==> config.mk <==
export PLATFORM = sky130hd
export DESIGN_NAME = spi_slave_ctrl_fsm
export DESIGN_NICKNAME = d
export VERILOG_FILES = /design/src/rtl/spi_ctrl_pkg.sv /design/src/rtl/spi_bit_counter.sv /design/src/rtl/spi_slave_ctrl_fsm.sv
export SDC_FILE = /design/constraint.sdc
export NUM_CORES = 1
export LEC_CHECK = 0
export BUFFER_PORTS_ARGS = -buffer_cell sky130_fd_sc_hd__buf_4
export CORE_MARGIN = 10
export CORE_UTILIZATION = 33
export CTS_CLUSTER_DIAMETER = 40
export CTS_CLUSTER_SIZE = 25
export DETAILED_ROUTE_END_ITERATION = 12
export PLACE_DENSITY_LB_ADDON = 0.25
export SETUP_SLACK_MARGIN = 0.3
export SLEW_MARGIN = 40
export SYNTH_ARGS = -nofsm -noshare
export SYNTH_HDL_FRONTEND = slang
export SYNTH_SLANG_ARGS = --single-unit
==> constraint.sdc <==
create_clock -name clk -period 2.02 [get_ports clk]
set_input_delay 0.404 -clock clk [delete_from_list [all_inputs] [get_ports clk]]
set_output_delay 0.404 -clock clk [all_outputs]
set_load 0.05 [all_outputs]
==> src/rtl/spi_ctrl_pkg.sv <==
// Shared types and helpers for the SPI slave control FSM: one-hot state
// encoding, default geometry and the bit-counter width function.
package spi_ctrl_pkg;

  localparam int DEF_ADDR_W = 7;
  localparam int DEF_DATA_W = 8;
  localparam int DEF_RD_LAT = 1;
  localparam int LAT_W      = 4;  // holds RD_LAT-1 for RD_LAT up to 15
  localparam int NUM_STATES = 9;

  typedef enum logic [NUM_STATES-1:0] {
    ST_IDLE      = 9'b0_0000_0001,
    ST_CMD       = 9'b0_0000_0010,
    ST_RD_WAIT   = 9'b0_0000_0100,
    ST_RD_LOAD   = 9'b0_0000_1000,
    ST_RD_SHIFT  = 9'b0_0001_0000,
    ST_WR_SHIFT  = 9'b0_0010_0000,
    ST_WR_COMMIT = 9'b0_0100_0000,
    ST_DONE      = 9'b0_1000_0000,
    ST_INC       = 9'b1_0000_0000
  } state_e;

  // Wide enough to count the longer of the command frame and a data frame.
  function automatic int cnt_width(input int addr_w, input int data_w);
    int longest;
    longest = (addr_w + 1 > data_w) ? addr_w + 1 : data_w;
    return $clog2(longest + 1);
  endfunction

endpackage

==> src/rtl/spi_bit_counter.sv <==
// Frame bit counter: synchronous clear has priority over enable; hit_o flags
// that the current count equals the terminal value.
module spi_bit_counter #(
  parameter int W = 4
) (
  input  logic         clk,
  input  logic         rst_n,
  input  logic         clear_i,
  input  logic         enable_i,
  input  logic [W-1:0] term_i,
  output logic [W-1:0] count_o,
  output logic         hit_o
);

  logic [W-1:0] count_q, count_d;

  always_comb begin
    count_d = count_q;
    if (clear_i)       count_d = '0;
    else if (enable_i) count_d = count_q + 1'b1;
  end

  always_ff @(posedge clk or negedge rst_n) begin
    if (!rst_n) count_q <= '0;
    else        count_q <= count_d;
  end

  assign count_o = count_q;
  assign hit_o   = (count_q == term_i);

endmodule

==> src/rtl/spi_slave_ctrl_fsm.sv <==
// SPI slave control FSM: command frame (address + R/W), then data frames.
// Define SPI_SLAVE_BURST_EN to build the auto-increment burst path (INC state).
module spi_slave_ctrl_fsm
  import spi_ctrl_pkg::*;
#(
  parameter int ADDR_W = DEF_ADDR_W,
  parameter int DATA_W = DEF_DATA_W,
  parameter int RD_LAT = DEF_RD_LAT
) (
  input  logic clk,
  input  logic rst_n,
  input  logic cs_n,
  input  logic sclk_pe,
  input  logic mosi,
  output logic addr_we,
  output logic sr_we,
  output logic dm_we,
  output logic miso_oe,
  output logic addr_inc,
  output logic busy,
  output logic frame_err
);

  localparam int CNT_W = cnt_width(ADDR_W, DATA_W);
  localparam logic [LAT_W-1:0] LAT_TERM = LAT_W'((RD_LAT == 0) ? 0 : RD_LAT - 1);
  // With zero read latency the wait state is skipped entirely.
  localparam state_e RD_ENTRY = (RD_LAT == 0) ? ST_RD_LOAD : ST_RD_WAIT;
`ifdef SPI_SLAVE_BURST_EN
  localparam state_e FRAME_END = ST_INC;
`else
  localparam state_e FRAME_END = ST_DONE;
`endif

  state_e             state_q, state_d;
  logic               rw_q, rw_d;
  logic               edge_seen_q, edge_seen_d;
  logic [LAT_W-1:0]   lat_q, lat_d;
  logic               frame_err_d;
  logic               miso_d;
  logic               addr_we_q, sr_we_q, dm_we_q, miso_oe_q, busy_q, frame_err_q;

  logic               counting;
  logic               cnt_en, cnt_clr, cnt_hit;
  logic [CNT_W-1:0]   cnt, cnt_term;

  assign counting = (state_q == ST_CMD) || (state_q == ST_RD_SHIFT) ||
                    (state_q == ST_WR_SHIFT);
  assign cnt_en   = sclk_pe && !cs_n && counting;
  assign cnt_clr  = (state_d != state_q);
  assign cnt_term = (state_q == ST_CMD) ? CNT_W'(ADDR_W) : CNT_W'(DATA_W - 1);

  spi_bit_counter #(.W(CNT_W)) u_bit_cnt (
    .clk      (clk),
    .rst_n    (rst_n),
    .clear_i  (cnt_clr),
    .enable_i (cnt_en),
    .term_i   (cnt_term),
    .count_o  (cnt),
    .hit_o    (cnt_hit)
  );

`ifdef SPI_SLAVE_BURST_EN
  logic burst_q, burst_d;
  logic addr_inc_q;
`endif

  always_comb begin
    state_d = state_q;
    rw_d    = rw_q;
    // Deselect wins over everything, including a same-cycle sclk edge.
    if (cs_n && (state_q != ST_IDLE)) begin
      state_d = ST_IDLE;
    end else begin
      case (state_q)
        ST_IDLE:      if (!cs_n) state_d = ST_CMD;
        ST_CMD: begin
          if (sclk_pe && cnt_hit) begin
            rw_d    = mosi;
            state_d = mosi ? RD_ENTRY : ST_WR_SHIFT;
          end
        end
        ST_RD_WAIT:   if (lat_q == LAT_TERM) state_d = ST_RD_LOAD;
        ST_RD_LOAD:   state_d = ST_RD_SHIFT;
        ST_RD_SHIFT:  if (sclk_pe && cnt_hit) state_d = FRAME_END;
        ST_WR_SHIFT:  if (sclk_pe && cnt_hit) state_d = ST_WR_COMMIT;
        ST_WR_COMMIT: state_d = FRAME_END;
`ifdef SPI_SLAVE_BURST_EN
        ST_INC:       state_d = rw_q ? RD_ENTRY : ST_WR_SHIFT;
`endif
        ST_DONE:      state_d = ST_DONE;
        default:      state_d = ST_IDLE;
      endcase
    end

    lat_d = (state_d != state_q) ? '0 :
            (state_q == ST_RD_WAIT) ? lat_q + 1'b1 : lat_q;

    edge_seen_d = (state_d == ST_IDLE) ? 1'b0 : (edge_seen_q || cnt_en);

    // A partial frame, or an empty one following earlier edges, is an abort.
    frame_err_d = cs_n && (
                    (counting && (cnt != '0)) ||
                    (((state_q == ST_CMD) || (state_q == ST_WR_SHIFT)) && edge_seen_q));

`ifdef SPI_SLAVE_BURST_EN
    burst_d = (state_d == ST_IDLE) ? 1'b0 : (burst_q || (state_q == ST_INC));
    miso_d  = (state_d == ST_RD_SHIFT) ||
              ((state_d == ST_INC) && rw_q) ||
              (((state_d == ST_RD_WAIT) || (state_d == ST_RD_LOAD)) && burst_d);
`else
    miso_d  = (state_d == ST_RD_SHIFT);
`endif
  end

  // Outputs are decoded from the next state so they align with state_q.
  always_ff @(posedge clk or negedge rst_n) begin
    if (!rst_n) begin
      state_q     <= ST_IDLE;
      rw_q        <= 1'b0;
      lat_q       <= '0;
      edge_seen_q <= 1'b0;
      addr_we_q   <= 1'b0;
      sr_we_q     <= 1'b0;
      dm_we_q     <= 1'b0;
      miso_oe_q   <= 1'b0;
      busy_q      <= 1'b0;
      frame_err_q <= 1'b0;
`ifdef SPI_SLAVE_BURST_EN
      burst_q     <= 1'b0;
      addr_inc_q  <= 1'b0;
`endif
    end else begin
      state_q     <= state_d;
      rw_q        <= rw_d;
      lat_q       <= lat_d;
      edge_seen_q <= edge_seen_d;
      addr_we_q   <= (state_d == ST_CMD);
      sr_we_q     <= (state_d == ST_RD_LOAD);
      dm_we_q     <= (state_d == ST_WR_COMMIT);
      miso_oe_q   <= miso_d;
      busy_q      <= (state_d != ST_IDLE);
      frame_err_q <= frame_err_d;
`ifdef SPI_SLAVE_BURST_EN
      burst_q     <= burst_d;
      addr_inc_q  <= (state_d == ST_INC);
`endif
    end
  end

  assign addr_we   = addr_we_q;
  assign sr_we     = sr_we_q;
  assign dm_we     = dm_we_q;
  assign miso_oe   = miso_oe_q;
  assign busy      = busy_q;
  assign frame_err = frame_err_q;
`ifdef SPI_SLAVE_BURST_EN
  assign addr_inc  = addr_inc_q;
`else
  assign addr_inc  = 1'b0;
`endif

endmodule

==> results.ini <==
[yosys]
synthArstFlopShare_pct=100
yosysSeqAreaShare_pct=37.8
syn_area_sq_um=1590
synth_edf_count=0
synth.ff_latch_count=24
synthCells=175
ys.flop_type=dfrtp_1
ys_types=48
synth_area_per_cell_sq_um=9.11
synth_warnings=0

[timing]
finalHoldViolations=0
setup_viol=8
tns_ns=-1.30
maxSlewViolCount=0
finalCritPeriodShare_pct=110
fmax_ghz=0.452
setup_slack_ns=-0.193
rsz0062_at_grt=yes
period_minus_slack_ns=2.21
fin_worst_skew_ns=0.00664

[die]
rows=25
core_area_sq_um=4690
die_width_microns=89.5
start_util_pct=34.0
die_h_microns=89.5
die-area_sq_um=8010
io-pin-count=12

[setup_path]
critical_path.max_stage_delay_ns=0.58
crit_type=register to register
crit_fanout=8
critical_path_arrival_ns=2.39
worstPathCellList=or4_4, nor4_4, buf_4, a31oi_4, a2bb2oi_4, buf_12, nor4_2
slowest_stage=or4_4
start_kind=register
endpoint_kind=register
critPathRequiredTime_ns=2.19

[power_and_ir_drop]
p_int_w=0.000707
leakagePower_nw=1.09
p_comb_share_pct=19.4
peakVddDrop_mv=0.252
pwr-share-clk_pct=30.1
seq_power_share_pct=50.4
switching_share_pct=27.8
p_switching_w=0.000273
powerDensity_nw_per_um2=380

[clocking]
clk_pin_slew_worst_paths_ns=0.09
cts_buffer_depth=2
cts_tree=done
cts_num_sinks=24
htree_levels=1
insertion_delay_ns=0.27
cts_buffers=3
root_buffer=clkbuf_8
cts_hold_repair.buffers=0

[routing]
via_count=1634
drcViolationCount=0
wl_per_cell_microns=16.9
vias_per_cell=5.41
first_pass_iters=4
drt_iter0_drc=159
ant_nets=0
drt_wl_total_mm=5.12

[finish]
drive_gt1_share_pct=57.7
stdcell_count=302
nets=258
final_common_cell=buf_4
antenna_cells=0
multi_input_comb_area_sq_um=1190
num-fill-cells=418
final_cell_mix=66 x buf_4, 19 x dfrtp_1, 17 x nand2_1
regArea_sq_um=607
area_growth_pct=61.6

[grt]
track_usage_pct=12.3
grt_pass1_wl_mm=7.67
globalRouteOverflowTotal=0
grt_max_degree=25
grt_pass1_vias=1574
antenna_found_initial=0

[run_status]
status=finished, violations left
violations=setup timing

[place]
place_ws_ns=-0.451
place.gp.congestion=0.909
dp_hpwl_mm=3.48
placed_cells=283
place.port_buffers=10

[min_path]
hold_path.class=primary input to async pin

[flow_run]
drv_cap=0

[state kept, by name, summed over array words and instances, names as in the netlist]
register           cells
dm_we                  1
lat_q                  4
miso_oe                1
addr_we                1
state_q                9
sr_we                  1
u_bit_cnt.count_o      4
edge_seen_q            1
busy                   1
frame_err              1
[cell usage after synthesis, drive strengths merged, types with 3 or more instances]
master / count / area [sq um]
buf: 5 / 40.0
ha: 4 / 50.1
a21oi: 7 / 35.0
nand4: 3 / 18.8
a31oi: 4 / 25.0
nand3: 6 / 30.0
xnor2: 4 / 35.0
o21ai: 10 / 50.1
inv: 10 / 37.5
xor2: 5 / 43.8
clkbuf: 4 / 17.5
nor2: 10 / 37.5
nand2: 22 / 82.6
dfrtp: 23 / 576
nor3: 11 / 65.1
nor4: 13 / 126
[power by group through the flow]
stage / sequential [W] / clock (W) / combinational (W)
after floorplan: 0.000506 / 0 / 0.0000680
after global placement: 0.000502 / 0 / 0.000137
after detailed placement: 0.000502 / 0 / 0.000136
after CTS: 0.000493 / 0.000305 / 0.000160
after global routing: 0.000495 / 0.000325 / 0.000203
final: 0.000494 / 0.000295 / 0.000190
[cells by family after synthesis]
group / Yosys count / synth area share, %
AOI/OAI and AO/OA: 37 / 17.3
xor gates and xnor gates: 9 / 4.94
adders and majority gates: 4 / 3.14
buffers and inverters: 19 / 5.97
DFF: 24 / 37.8
muxes: 1 / 0.706
other: 1 / 0.235
and+or+nand+nor: 80 / 29.9
[final cells by class]
class | count | area share (%)
multi-input combinational | 133 | 46.2
sequential | 24 | 23.6
inverter | 10 | 1.46
timing repair buffer | 77 | 24.4
tap | 54 | 2.62
clock buffer | 4 | 1.75
[stage by stage]
stage / hold slack, ns / util, % / total power [W] / cell area [sq um]
final: 0.0216 / 54.9 / 0.000979 / 2580
after global routing: 0.0419 / 54.9 / 0.00102 / 2580
after global placement: 0.325 / 44.4 / 0.000638 / 2080
after detailed placement: 0.326 / 44.4 / 0.000638 / 2080
after CTS: 0.0325 / 49.6 / 0.000959 / 2330
after floorplan: 0.108 / - / 0.000574 / 1620
[metal layers]
layer	routed length [microns]	vias to the layer above	track usage (%)
met5	0	-	0
met4	110	0	4.19
met3	243	12	1.19
met2	2420	52	19.8
met1	2340	786	16.8
li1	-	784	-
[final timing paths]
| kind | from | end | slack, ns | cells past startpoint |
|---|---|---|---|---|
| worst max-delay path | state_q[3]$_DFF_PN0_ | lat_q[3]$_DFFE_PN0P_ | -0.19 | 7 |
| max in group asynchronous | rst_n | state_q[0]$_DFF_PN1_ | 1.71 | 1 |
| min in group clk | cs_n | dm_we$_DFF_PN0_ | 0.39 | 2 |
| worst min-delay path | rst_n | state_q[5]$_DFF_PN0_ | 0.02 | 1 |
| worst min register to register | edge_seen_q$_DFF_PN0_ | edge_seen_q$_DFF_PN0_ | 0.52 | 2 |
| worst max register to register | state_q[3]$_DFF_PN0_ | lat_q[3]$_DFFE_PN0P_ | -0.19 | 7 |
[critical path, delay by kind of cell, from the launching register on]
kind | cells | cell delay [ns]
AOI/OAI and AO/OA | 2 | 0.21
buffers and inverters | 2 | 0.33
and+or+nand+nor | 3 | 1.13
DFF | 1 | 0.45
[timing repair]
item                                    in CTS  in global routing
buffers inserted                             7                  8
endpoints found under the setup margin      18                 20
resized for setup                           33                 39
pin swaps                                   10                 15
Note: power is estimated with default switching activity, not from simulation.
